==> src/rtl/vga_timing_pkg.sv <==
// vga_timing_pkg
// Shared raster timing constants for the pattern-generator bus.
// The DEF_* values describe 640x480@60 (800x525 totals, 25.175 MHz pixel clock).
// AXIS_W is the width of the x/y/frame_count buses.
// total_fits() is used at elaboration time to reject totals that the
// 10-bit position buses cannot represent.
package vga_timing_pkg;

  localparam int AXIS_W = 10;

  localparam int DEF_H_ACTIVE = 640;
  localparam int DEF_H_FP     = 16;
  localparam int DEF_H_SYNC   = 96;
  localparam int DEF_H_BP     = 48;
  localparam int DEF_V_ACTIVE = 480;
  localparam int DEF_V_FP     = 10;
  localparam int DEF_V_SYNC   = 2;
  localparam int DEF_V_BP     = 33;

  localparam int DEF_H_TOTAL = DEF_H_ACTIVE + DEF_H_FP + DEF_H_SYNC + DEF_H_BP;
  localparam int DEF_V_TOTAL = DEF_V_ACTIVE + DEF_V_FP + DEF_V_SYNC + DEF_V_BP;

  localparam int DEF_HSYNC_START = DEF_H_ACTIVE + DEF_H_FP;
  localparam int DEF_HSYNC_END   = DEF_HSYNC_START + DEF_H_SYNC - 1;
  localparam int DEF_VSYNC_START = DEF_V_ACTIVE + DEF_V_FP;
  localparam int DEF_VSYNC_END   = DEF_VSYNC_START + DEF_V_SYNC - 1;

  function automatic bit total_fits(input int total);
    return (total >= 1) && (total <= (1 << AXIS_W));
  endfunction

endpackage

==> src/rtl/vga_axis_counter.sv <==
// vga_axis_counter
// One raster axis: a 0..TOTAL-1 wrap counter with enable, a terminal-count
// flag and a registered window decode.
//   clk, rst_n : clock, asynchronous active-low reset
//   en         : advance the counter this cycle
//   count      : registered position (resets to TOTAL-1, the last blank slot)
//   count_nxt  : value count takes on the next edge (lets the parent register
//                its own decodes in step with count)
//   tc         : count is at TOTAL-1
//   win        : registered decode of WIN_START..WIN_END, XORed with WIN_INVERT;
//                computed from count_nxt so it lines up with count
module vga_axis_counter
  import vga_timing_pkg::*;
#(
  parameter int TOTAL      = DEF_H_TOTAL,
  parameter int WIN_START  = DEF_HSYNC_START,
  parameter int WIN_END    = DEF_HSYNC_END,
  parameter bit WIN_INVERT = 1'b0
) (
  input  logic              clk,
  input  logic              rst_n,
  input  logic              en,
  output logic [AXIS_W-1:0] count,
  output logic [AXIS_W-1:0] count_nxt,
  output logic              tc,
  output logic              win
);

  localparam logic [AXIS_W-1:0] LAST = AXIS_W'(TOTAL - 1);
  localparam logic [AXIS_W-1:0] WS   = AXIS_W'(WIN_START);
  localparam logic [AXIS_W-1:0] WE   = AXIS_W'(WIN_END);

  assign tc = (count == LAST);

  always_comb begin
    count_nxt = count;
    if (en) begin
      count_nxt = tc ? '0 : count + AXIS_W'(1);
    end
  end

  always_ff @(posedge clk or negedge rst_n) begin
    if (!rst_n) begin
      count <= LAST;
      win   <= WIN_INVERT;
    end else begin
      count <= count_nxt;
      win   <= ((count_nxt >= WS) && (count_nxt <= WE)) ^ WIN_INVERT;
    end
  end

endmodule

==> src/rtl/vga_timing_gen.sv <==
// vga_timing_gen
// Raster timing producer for the pattern-generator bus.
//   clk, rst_n  : pixel-domain clock, asynchronous active-low reset
//   pix_en      : advance one pixel this cycle
//   x, y        : current raster position
//   active      : position lies in the visible area
//   hsync/vsync : sync pins, asserted low when SYNC_ACTIVE_LOW=1
//   next_frame  : one-clk pulse when the position first reaches (0, V_ACTIVE)
//   frame_count : frames completed since reset, wraps modulo 1024
// Every output is a flop loaded from next-position decodes, so all outputs
// describe the same (x, y) in any cycle.
module vga_timing_gen
  import vga_timing_pkg::*;
#(
  parameter int H_ACTIVE        = DEF_H_ACTIVE,
  parameter int H_FP            = DEF_H_FP,
  parameter int H_SYNC          = DEF_H_SYNC,
  parameter int H_BP            = DEF_H_BP,
  parameter int V_ACTIVE        = DEF_V_ACTIVE,
  parameter int V_FP            = DEF_V_FP,
  parameter int V_SYNC          = DEF_V_SYNC,
  parameter int V_BP            = DEF_V_BP,
  parameter bit SYNC_ACTIVE_LOW = 1'b1
) (
  input  logic              clk,
  input  logic              rst_n,
  input  logic              pix_en,
  output logic [AXIS_W-1:0] x,
  output logic [AXIS_W-1:0] y,
  output logic              active,
  output logic              hsync,
  output logic              vsync,
  output logic              next_frame,
  output logic [AXIS_W-1:0] frame_count
);

  localparam int H_TOTAL = H_ACTIVE + H_FP + H_SYNC + H_BP;
  localparam int V_TOTAL = V_ACTIVE + V_FP + V_SYNC + V_BP;

  localparam int HSYNC_START = H_ACTIVE + H_FP;
  localparam int HSYNC_END   = HSYNC_START + H_SYNC - 1;
  localparam int VSYNC_START = V_ACTIVE + V_FP;
  localparam int VSYNC_END   = VSYNC_START + V_SYNC - 1;

  localparam logic [AXIS_W-1:0] V_LAST_ACTIVE = AXIS_W'(V_ACTIVE - 1);

  generate
    if (!total_fits(H_TOTAL) || !total_fits(V_TOTAL)) begin : g_bad_totals
      $error("vga_timing_gen: H_TOTAL/V_TOTAL must be in 1..1024");
    end
  endgenerate

  logic [AXIS_W-1:0] x_nxt;
  logic [AXIS_W-1:0] y_nxt;
  logic              h_tc;
  logic              v_tc;
  logic              frame_edge;

  vga_axis_counter #(
    .TOTAL      (H_TOTAL),
    .WIN_START  (HSYNC_START),
    .WIN_END    (HSYNC_END),
    .WIN_INVERT (SYNC_ACTIVE_LOW)
  ) u_h (
    .clk       (clk),
    .rst_n     (rst_n),
    .en        (pix_en),
    .count     (x),
    .count_nxt (x_nxt),
    .tc        (h_tc),
    .win       (hsync)
  );

  vga_axis_counter #(
    .TOTAL      (V_TOTAL),
    .WIN_START  (VSYNC_START),
    .WIN_END    (VSYNC_END),
    .WIN_INVERT (SYNC_ACTIVE_LOW)
  ) u_v (
    .clk       (clk),
    .rst_n     (rst_n),
    .en        (pix_en & h_tc),
    .count     (y),
    .count_nxt (y_nxt),
    .tc        (v_tc),
    .win       (vsync)
  );

  // The edge that carries the last pixel of the last visible line into
  // (0, V_ACTIVE). Only a real advance qualifies, so gaps cannot stretch it
  // and the bottom-of-frame wrap never matches.
  assign frame_edge = pix_en && h_tc && (y == V_LAST_ACTIVE);

  always_ff @(posedge clk or negedge rst_n) begin
    if (!rst_n) begin
      active      <= 1'b0;
      next_frame  <= 1'b0;
      frame_count <= '0;
    end else begin
      active     <= (32'(x_nxt) < H_ACTIVE) && (32'(y_nxt) < V_ACTIVE);
      next_frame <= frame_edge;
      if (frame_edge) begin
        frame_count <= frame_count + AXIS_W'(1);
      end
    end
  end

endmodule

==> config.mk <==
export PLATFORM = sky130hd
export DESIGN_NAME = vga_timing_gen
export DESIGN_NICKNAME = d
export VERILOG_FILES = /design/src/rtl/vga_timing_pkg.sv /design/src/rtl/vga_axis_counter.sv /design/src/rtl/vga_timing_gen.sv
export SDC_FILE = /design/constraint.sdc
export NUM_CORES = 1
export LEC_CHECK = 0
export ABC_AREA = 1
export BUFFER_PORTS_ARGS = -buffer_cell sky130_fd_sc_hd__buf_2
export CAP_MARGIN = 30
export CORE_ASPECT_RATIO = 0.6
export CORE_MARGIN = 1
export CORE_UTILIZATION = 42
export CTS_BUF_LIST = sky130_fd_sc_hd__clkbuf_8
export CTS_CLUSTER_DIAMETER = 40
export DETAILED_ROUTE_END_ITERATION = 6
export HOLD_SLACK_MARGIN = 0.02
export MAX_ROUTING_LAYER = met4
export PLACE_DENSITY = 0.59
export SLEW_MARGIN = 10
export SYNTH_ARGS = -nofsm -noshare
export SYNTH_HDL_FRONTEND = slang
export SYNTH_SLANG_ARGS = --single-unit
==> constraint.sdc <==
create_clock -name clk -period 5.7 [get_ports clk]
set_input_delay 0.285 -clock clk [delete_from_list [all_inputs] [get_ports clk]]
set_output_delay 0.285 -clock clk [all_outputs]
set_load 0.01 [all_outputs]
==> flow_summary.toml <==
[synthesis]
syn_avg_cell_area_um2 = 7.72
synthCells = 257
synth.cell_area_um2 = 1980
syn-num-nets = 264
ys_seq_area_share_pct = 43.7
ys_types = 30
ys_warn_count = 0
ys_ff_latch = 34

[floorplan]
fp.dieW_um = 90.7
die_h_um = 55.2
ioPinCount = 37
die_area_um2 = 5010
row_count = 18
core_area_um2 = 4320
start_util_pct = 45.9

[routing]
drc_errors = 0
drtPass1Iterations = 4
vias = 1664
wl_per_cell_um = 12.0
dr.first_iter.drc_count = 113
via_per_inst = 4.65
ant_nets = 0
drt_wl_total_um = 4310

[timing]
hold_viol_final = 0
fin_crit_sh_pct = 38.1
finClkSkew_ps = 6.59
tightest_slew_ps = 739
holdWs_ps = 70.2
period_needed_ps = 2170
rsz0062_at_grt = "no"
maxSlewHeadroom_pct = 50.7
fmax_ghz = 0.460
slew_viol_final = 0
setup_violations = 0
setup-tns-final_ps = 0

[finish]
layout_commonest_cell = "nand2_1"
diodes = 0
drive_gt1_share_pct = 23.5
fin_util_pct = 53.4
areaGrowthSynthToFinish_pct = 16.3
final_cell_mix = "nand2_1 (75), inv_1 (42), buf_2 (36)"
nNetsFinal = 304

[pwr]
p_clk_share_pct = 26.7
combinationalPowerShare_pct = 25.5
ir_worst_vdd_mv = 0.208
cellPowerDensity_nw_per_um2 = 291
p_switching_uw = 225
p_leak_uw = 0.00126
internal_power_uw = 446
seq_power_share_pct = 47.8
p_sw_share_pct = 33.5

[place]
gp_congestion = 0.802
hpwl_um = 3330
placement.io_buffers = 36

[global_routing]
grt_antenna_before_repair = 0
grt-ovfl-total = 0
grt_pass1_wl_um = 7230
grt_pass1_vias = 1420
grt.total_usage_pct = 19.2
grt_start_max_net_pins = 35

[clock_network]
cts_buffer_depth = 2
cts_setup_buffers = 0
cts_max_level = 2
clk_pin_slew_worst_paths_ps = 70
worstSkewPairLatency_ps = 280
cts_hold_buf = 0
cts_sinks = 34
cts-root-buf = "clkbuf_8"
tritoncts = "built"
numCtsBuffers = 5
ctsResizeCount = 0

[critical_path]
worstPathRequired_ps = 5870
path_class = "reg -> reg"
worstPathArrival_ps = 2350
worstSetupEndpointType = "flop"
worstPathMaxFanout = 12
worst-r2r-setup-slack_ps = 3530
startpoint_type = "flop"

[worst_hold_path]
hold_path_class = "in -> async"

[run]
drv_cap = 0

[run_status]
status = "completed"
sequential cells by signal (all words and copies together), names as in the netlist:
register     cells
active           1
next_frame       1
u_v.count       10
u_h.count       10
u_h.win          1
frame_count     10
u_v.win          1
layout make-up:
class / instances / area, um2
Tap cell: 60 / 75.1
Timing Repair Buffer: 36 / 180
Multi-Input combinational cell: 178 / 938
Sequential cell: 34 / 866
Inverter: 42 / 158
Clock inverter: 2 / 7.51
Clock buffer: 6 / 82.6
Fill cell: 427 / 2020
kinds of logic (layout without fill, tap and decap cells):
family                     after synthesis  count (layout)  share of synthesized area, %
xor gates and xnor gates                13              13                          5.74
and+or+nand+nor                        150             150                          35.6
AOI/OAI and AO/OA                       10              10                          2.90
buffers and inverters                   45              86                          9.02
DFF                                     34              34                          43.7
adders and majority gates                4               4                          2.52
muxes                                    1               1                         0.568
worst max-delay path, cell delays in order, from the launching register on:
cell and delay, ps:
dfstp_2 560, ha_1 170, nand2_1 140, nor2_8 160
nand3_4 100, nor2_4 280, nand2_2 180, nor3_4 220
nand2_1 110, xnor2_1 130
cell usage after synthesis:
library cell  instances  share of area [%]
dfrtp_1              22                 28
ha_1                  4                2.5
nor2_8                1                1.0
a31oi_1               1               0.32
nand2_2               3               0.95
nand3_2               1               0.50
nor3_2                2                1.0
nand2_1              75                 14
o21ai_0               2               0.50
nor3_4                1               0.82
nor2_2                1               0.32
xor2_1                9                4.0
nor2_4                1               0.57
mux2_2                1               0.57
nand3b_1              2               0.76
dfstp_2              12                 16
nor2_1               27                5.1
nor3_1                3               0.76
nand3_1              22                5.6
o21ai_2               1               0.44
buf_6                 1               0.57
buf_2                 2               0.50
or2_2                 1               0.32
inv_1                40                7.6
nand4_1               9                2.8
nand3_4               1               0.88
inv_2                 2               0.38
a21oi_1               5                1.3
o21bai_1              1               0.38
xnor2_1               4                1.8
layer usage:
layer	share of wire (%)	vias to the layer above	track usage (%)	routed length (um)
met5	0	-	-	0
met2	38	37	22.2	1640
met4	0.53	0	4.84	23
met3	4.5	2	4.55	195
li1	-	877	-	-
met1	57	748	31.4	2450
per-stage QoR:
stage | cell area, um2 | std cells | worst slack, ps | power, uW
after floorplan | 1980 | 257 | 3870 | 436
final | 2310 | 358 | 3530 | 670
after global routing | 2310 | 358 | 3300 | 714
after global placement | 2220 | 350 | 3590 | 497
after CTS | 2310 | 358 | 3500 | 677
after detailed placement | 2220 | 350 | 3500 | 495
power by group through the flow:
stage	clock network [uW]	registers, uW	logic [uW]
2_1_floorplan	0	335	100
5_1_grt	195	327	192
3_3_place_gp	0	324	173
6_report	179	320	171
3_5_place_dp	0	324	171
4_1_cts	184	320	173
path summary, 6_finish.rpt:
path,endpoint,from,cells after the start
max,frame_count[9],u_h.count[0],9
min,u_h.count[5],rst_n,1
max reg2reg,frame_count[9],u_h.count[0],9
min reg2reg,frame_count[9],frame_count[9],1
max in group asynchronous,u_v.count[1],rst_n,1
min in group clk,u_h.count[1],pix_en,3
(Power assumes the default switching activity.)
